`src/rtl/controle_jogo_rodadas.sv`:
```
// Multi-round control unit for the memory game: sequences plays and rounds against the datapath
// and aborts the game when a single move takes longer than TIMEOUT_CICLOS cycles in espera.
module controle_jogo_rodadas #(
    parameter int TIMEOUT_CICLOS = 5000
) (
    input  logic       clock,
    input  logic       reset,
    input  logic       iniciar,
    input  logic       jogada,
    input  logic       igual,
    input  logic       fim_jogada,
    input  logic       fim_rodada,
    output logic       zeraE,
    output logic       contaE,
    output logic       zeraR,
    output logic       contaR,
    output logic       registraR,
    output logic       acertou,
    output logic       errou,
    output logic       timeout,
    output logic       pronto,
    output logic [3:0] db_estado
);

    localparam int W = (TIMEOUT_CICLOS > 1) ? $clog2(TIMEOUT_CICLOS) : 1;
    localparam logic [W-1:0] LIMITE = W'(TIMEOUT_CICLOS - 1);

    typedef enum logic [3:0] {
        INICIAL        = 4'h0,
        PREPARACAO     = 4'h1,
        INICIO_RODADA  = 4'h2,
        ESPERA         = 4'h3,
        REGISTRA       = 4'h4,
        COMPARACAO     = 4'h5,
        PROXIMA_JOGADA = 4'h6,
        PROXIMA_RODADA = 4'h7,
        FINAL_ACERTO   = 4'hA,
        FINAL_ERRO     = 4'hE,
        FINAL_TIMEOUT  = 4'hF
    } estado_t;

    // Kept as a plain vector so any code, legal or not, can sit in the register.
    logic [3:0]   estado;
    estado_t      proximo;
    logic [W-1:0] contagem;
    logic         estouro;

    assign estouro = (contagem == LIMITE) && !jogada;

    always_comb begin
        proximo = INICIAL;
        case (estado)
            INICIAL:        proximo = iniciar ? PREPARACAO : INICIAL;
            PREPARACAO:     proximo = INICIO_RODADA;
            INICIO_RODADA:  proximo = ESPERA;
            ESPERA: begin
                if (jogada)
                    proximo = REGISTRA;
                else if (estouro)
                    proximo = FINAL_TIMEOUT;
                else
                    proximo = ESPERA;
            end
            REGISTRA:       proximo = COMPARACAO;
            COMPARACAO: begin
                if (!igual)
                    proximo = FINAL_ERRO;
                else if (!fim_jogada)
                    proximo = PROXIMA_JOGADA;
                else if (!fim_rodada)
                    proximo = PROXIMA_RODADA;
                else
                    proximo = FINAL_ACERTO;
            end
            PROXIMA_JOGADA: proximo = ESPERA;
            PROXIMA_RODADA: proximo = INICIO_RODADA;
            FINAL_ACERTO:   proximo = iniciar ? PREPARACAO : FINAL_ACERTO;
            FINAL_ERRO:     proximo = iniciar ? PREPARACAO : FINAL_ERRO;
            FINAL_TIMEOUT:  proximo = iniciar ? PREPARACAO : FINAL_TIMEOUT;
            default:        proximo = INICIAL;
        endcase
    end

    // Outputs are decoded from the next state so they are registered yet still line up with estado.
    always_ff @(posedge clock or posedge reset) begin
        if (reset) begin
            estado    <= INICIAL;
            contagem  <= '0;
            zeraE     <= 1'b0;
            contaE    <= 1'b0;
            zeraR     <= 1'b0;
            contaR    <= 1'b0;
            registraR <= 1'b0;
            acertou   <= 1'b0;
            errou     <= 1'b0;
            timeout   <= 1'b0;
            pronto    <= 1'b0;
            db_estado <= 4'h0;
        end else begin
            estado <= proximo;
            if (estado != ESPERA)
                contagem <= '0;
            else if (contagem != LIMITE)
                contagem <= contagem + 1'b1;
            zeraE     <= (proximo == PREPARACAO) || (proximo == INICIO_RODADA);
            contaE    <= (proximo == PROXIMA_JOGADA);
            zeraR     <= (proximo == PREPARACAO);
            contaR    <= (proximo == PROXIMA_RODADA);
            registraR <= (proximo == REGISTRA);
            acertou   <= (proximo == FINAL_ACERTO);
            errou     <= (proximo == FINAL_ERRO);
            timeout   <= (proximo == FINAL_TIMEOUT);
            pronto    <= (proximo == FINAL_ACERTO) || (proximo == FINAL_ERRO) ||
                         (proximo == FINAL_TIMEOUT);
            db_estado <= proximo;
        end
    end

endmodule

```
`config.mk`:
```
export PLATFORM = sky130hd
export DESIGN_NAME = controle_jogo_rodadas
export DESIGN_NICKNAME = d
export VERILOG_FILES = /design/src/rtl/controle_jogo_rodadas.sv
export SDC_FILE = /design/constraint.sdc
export NUM_CORES = 1
export LEC_CHECK = 0
export CAP_MARGIN = 15
export CORE_ASPECT_RATIO = 1.1
export CORE_MARGIN = 2
export CORE_UTILIZATION = 30
export DETAILED_ROUTE_END_ITERATION = 7
export SLEW_MARGIN = 20
export SYNTH_ARGS = -nofsm -noshare
export SYNTH_HDL_FRONTEND = slang
export SYNTH_SLANG_ARGS = --single-unit
```
`constraint.sdc`:
```
create_clock -name clock -period 4.15 [get_ports clock]
set_input_delay 0.83 -clock clock [delete_from_list [all_inputs] [get_ports clock]]
set_output_delay 0.83 -clock clock [all_outputs]
set_load 0.02 [all_outputs]
```
==> metrics.yaml, run 1 <==
dieArea_um2: 4940
layout_min_cycle_time_ns: 2.34
dp_slack_ns: 1.67
ctsRootBufferMaster: "clkbuf_8"
fillCellCount: 432
die_w_um: 67.2
timing.hold.ws_ns: 0.557
end_kind: "primary output"
cts_hold_buf: 0
ant_nets: 0
synth-edff-count: 0
total_leakage_power_uw: 0.000652
fin_skew_ns: 0.00326
dp_hpwl_um: 1890
place_congestion: 0.780
multi_input_area_um2: 609
run_status: "finished clean"
initial_utilization_pct: 31.0
holdCritPathClass: "flip-flop to flip-flop"
diodes: 0
crit_arrival_ns: 1.51
cts_buffers: 3
std_cell_rows: 25
r2r_slack_ns: 1.91
overflow: 0
setup_tns_ns: 0
critical_path_buf_inv_count: 1
ir_drop_mv: 0.270
synthCells: 129
drive_gt1_share_pct: 9.66
grt_pass1_wl_um: 4260
report.final.slew_viol_count: 0
syn_area_um2: 1320
coreArea_um2: 4250
rr_startpoint: "estado[2]"
vias: 1004
setup.worst_path.start_class: "flip-flop"
avgRoutedWirePerCell_um: 12.6
worst_hold_path.num_cells: 2
post-route-drc-count: 0
r2r_cells: 4
stdcell_count: 199
area.sequential_um2: 651
timing.rr.end: "contaE"
clk_latency_ns: 0.26
cts_buffer_depth: 2
min-delay-start: "contagem[12]"
postLayoutCoreUtil_pct: 37.5
path_max_fanout: 12
cts.sinks: 26
tritoncts: "done"
drt_iter0_drc: 28
via_per_inst: 5.05
worst_pin_slew_ns: 0.902
cap_violations: 0
slowest_delay_ns: 0.68
drt_pass1_iterations: 2
yosysSeqAreaShare_pct: 49.3
place_inst: 195
nNetsFinal: 154
post-route-period-util_pct: 56.5
htreeDepth: 1
relSlewSlack_pct: 39.5
io_buffers: 19
cp_top_family: "buffers and inverters"
rsz0062_at_grt: "false"
yosysUniqueCellTypes: 40
routed_wirelength_um: 2510
syn_to_final_growth_pct: 21.0
antenna_found_initial: 0
grt_start_max_net_pins: 27
cp.depth: 1
post_cts_resized: 0
cp.required_ns: 3.32
fin_ws_ns: 1.81
slowest_stage: "clkdlybuf4s50_1"
powerDensity_nw_per_um2: 515
die_y_um: 73.5
grt_pass1_vias: 1016
path_cells: "clkdlybuf4s50_1"
synth_nets: 137
cts_setup_buffers: 0
ioPinCount: 20
yosys_warnings: 0
synth_top_flop_cell: "dfrtp_1"
critPathKind: "flip-flop to primary output"
endpoint: "db_estado[1]"
timing.fmax_mhz: 427
setup_viol: 0
startpoint: "estado[1]"
syn_avg_cell_area_um2: 10.2
ys_async_sr_fraction_pct: 100
grt_use_total_pct: 11.2
ys_ff_latch: 26
hold_viol: 0
clk_pin_slew_ns: 0.09
-- layer usage --
metal / vias up / track usage (%) / wire, um
met3: 4 / 2.14 / 81
met2: 17 / 19.5 / 1260
met1: 489 / 13.2 / 1120
li1: 494 / - / -
met4: 0 / 5.22 / 45
met5: - / 0 / 0
-- layout make-up --
class | count | area share [%]
Timing Repair Buffer | 19 | 11.9
Clock buffer | 4 | 3.45
Multi-Input combinational cell | 90 | 38.2
Sequential cell | 26 | 40.8
Tap cell | 54 | 4.24
Inverter | 6 | 1.41
-- metrics by stage --
step | total power (uW) | area [um^2]
3_3_place_gp | 662 | 1540
2_1_floorplan | 576 | 1320
5_1_grt | 869 | 1600
4_1_cts | 830 | 1600
6_report | 821 | 1600
3_5_place_dp | 668 | 1540
-- Yosys cell counts (all sizes together), types with 2 or more instances --
master,number,area [um^2]
nand2,9,33.8
a211o,2,27.5
nand4,4,25.0
nor3,5,36.3
nand2b,2,12.5
nor3b,2,20.0
o21ai,4,20.0
or3,6,40.0
nor2,12,45.0
buf,6,32.5
xnor2,5,43.8
nor4,4,25.0
nand3,5,25.0
inv,6,22.5
a21oi,7,35.0
nor2b,3,21.3
dfrtp,26,651
or4b,2,27.5
nand4bb,2,22.5
xor2,2,17.5
and4b,2,20.0
-- flip-flops by register name, indices dropped and copies added (netlist names) --
name / flops
pronto: 1
estado: 4
errou: 1
zeraR: 1
timeout: 1
acertou: 1
contaR: 1
contagem: 13
contaE: 1
zeraE: 1
registraR: 1
-- cell usage in the layout, fill, tap and decap left out, drive strengths merged --
| cell | instances |
|---|---|
| xnor2 | 5 |
| nand2 | 9 |
| nor2 | 12 |
| inv | 5 |
| or4b | 2 |
| xor2 | 2 |
| ha | 1 |
| o31a | 1 |
| o2111ai | 1 |
| o211a | 1 |
| nand4bb | 2 |
| nor4 | 4 |
| nor4bb | 1 |
| o21bai | 1 |
| dfrtp | 26 |
| nor3b | 2 |
| nand4 | 4 |
| clkbuf | 4 |
| nand2b | 2 |
| o2bb2ai | 1 |
| a211o | 2 |
| o221a | 1 |
| a22oi | 1 |
| and3b | 1 |
| nor3 | 5 |
| clkinv | 1 |
| mux2i | 1 |
| nor2b | 3 |
| o21ai | 4 |
| and4b | 2 |
| nand3 | 5 |
| clkdlybuf4s50 | 19 |
| o31ai | 1 |
| or3 | 6 |
| a21oi | 7 |
-- how the worst min path moves through the flow --
stage,to,slack (ns)
CTS,contagem[12],0.57
global route,contagem[12],0.60
finish,contagem[12],0.56
floorplan,contagem[12],0.50
global placement,contagem[12],0.52
detailed placement,contagem[12],0.55
-- power by group --
part / switching (uW) / internal, uW
sequential: 59.1 / 294
combinational: 169 / 140
clock: 73.7 / 84.6
total: 302 / 519
-- cell families (layout without fill, tap and decap cells) --
group	Yosys count	count (layout)	share of synthesized area, %
adders and majority gates	1	1	0.949
DFF	26	26	49.3
AOI/OAI and AO/OA	21	21	11.6
buffers and inverters	13	29	4.46
muxes	1	1	0.759
xor gates and xnor gates	7	7	4.65
and+or+nand+nor	60	60	28.3
Power figures use the tool's default switching activity.
==> inputs of run 2 (changes only) <==
clock period = 2.13 ns   (was 4.15 ns; I/O delays follow)
==> metrics.yaml, run 2 (synthesis results as in run 1) <==
cts_buffer_depth: 2
overflow: 0
total_leakage_power_uw: 0.000686
fillCellCount: 439
ctsRootBufferMaster: "clkbuf_8"
largest_register: "contagem"
diodes: 0
post-route-period-util_pct: 90.7
initial_utilization_pct: 31.0
ir_drop_mv: 0.602
timing.fmax_mhz: 518
setup_tns_ns: 0
slowest_stage: "clkdlybuf4s50_1"
powerDensity_nw_per_um2: 1010
drt_pass1_iterations: 3
grt_pass1_vias: 1036
holdCritPathClass: "input pin to async pin"
top_regs: "contagem (13), estado (4)"
setup_viol: 0
place_congestion: 0.763
layout_common_cells: "dfrtp_1 (26), clkdlybuf4s50_1 (19), nor2_1 (12)"
post_cts_resized: 0
die_y_um: 73.5
grt_start_max_net_pins: 27
grt_pass1_wl_um: 4640
layout_commonest_cell: "dfrtp_1"
cts.sinks: 26
report.final.slew_viol_count: 0
cp_top_family: "buffers and inverters"
cts_buffers: 3
cp.required_ns: 1.70
htreeDepth: 1
cap_violations: 0
relSlewSlack_pct: 76.3
drive_gt1_share_pct: 13.2
slowest_delay_ns: 0.68
worst_pin_slew_ns: 0.356
hold_viol: 0
fin_skew_ns: 0.00614
drt_iter0_drc: 46
critPathKind: "flip-flop to primary output"
post-route-drc-count: 0
avgRoutedWirePerCell_um: 12.9
nNetsFinal: 160
critical_path_buf_inv_count: 1
cts_setup_buffers: 0
path_cells: "clkdlybuf4s50_1"
grt_use_total_pct: 12.1
dp_slack_ns: 0.0697
rsz0062_at_grt: "false"
path_max_fanout: 12
io_buffers: 19
antenna_found_initial: 0
coreArea_um2: 4250
routed_wirelength_um: 2650
ioPinCount: 20
end_kind: "primary output"
ant_nets: 0
largest_register_ff_count: 13
syn_to_final_growth_pct: 24.4
dieArea_um2: 4940
via_per_inst: 4.94
clk_latency_ns: 0.26
crit_arrival_ns: 1.51
clk_pin_slew_ns: 0.09
tritoncts: "done"
std_cell_rows: 25
cts_hold_buf: 0
layout_min_cycle_time_ns: 1.93
vias: 1012
run_status: "finished clean"
dp_hpwl_um: 2010
die_w_um: 67.2
fin_ws_ns: 0.198
setup.worst_path.start_class: "flip-flop"
-- run 2: layer usage --
metal / vias to the layer above / part of all wire (%) / wire [um] / GRT usage [%]
met1: 491 / 47 / 1240 / 15.2
li1: 506 / - / - / -
met2: 13 / 50 / 1320 / 20.9
met4: 0 / 0.57 / 15 / 4.08
met3: 2 / 2.9 / 78 / 1.99
met5: - / 0 / 0 / 0
-- run 2: stage by stage --
| step | area (um^2) | utilization, % | hold WS [ns] | instances | total power [uW] |
|---|---|---|---|---|---|
| 2_1_floorplan | 1320 | - | 0.466 | 129 | 1120 |
| 3_3_place_gp | 1590 | 37.3 | 0.531 | 201 | 1350 |
| 3_5_place_dp | 1590 | 37.3 | 0.534 | 201 | 1360 |
| 4_1_cts | 1640 | 38.6 | 0.511 | 205 | 1680 |
| 5_1_grt | 1640 | 38.6 | 0.537 | 205 | 1770 |
| 6_report | 1640 | 38.6 | 0.498 | 205 | 1660 |
-- run 2: final cells by class --
type / count / area, um^2 / share of cell area, %
repair buffers: 25 / 235 / 14.3
multi-input cells: 90 / 609 / 37.1
well taps: 54 / 67.6 / 4.12
inverters: 6 / 22.5 / 1.37
clock buffers: 4 / 55.1 / 3.36
flip-flops and latches: 26 / 651 / 39.7
-- run 2: final timing paths --
check	start	endpoint	slack (ns)	cells past startpoint
setup / recovery	estado[1]	db_estado[1]	0.20	1
hold / removal	reset	contagem[11]	0.50	3
setup reg to reg	contagem[5]	timeout	0.22	4
hold reg to reg	contagem[12]	contagem[12]	0.54	2
max in group asynchronous	reset	contagem[0]	1.38	3
min in group clock	contagem[12]	contagem[12]	0.54	2
-- run 2: report_power, final --
part	total [uW]	leakage [uW]	switching, uW	internal, uW
registers	660	0.000352	87.4	572
logic	691	0.000305	369	322
clock network	312	0.0000288	147	165
total	1660	0.000686	603	1060
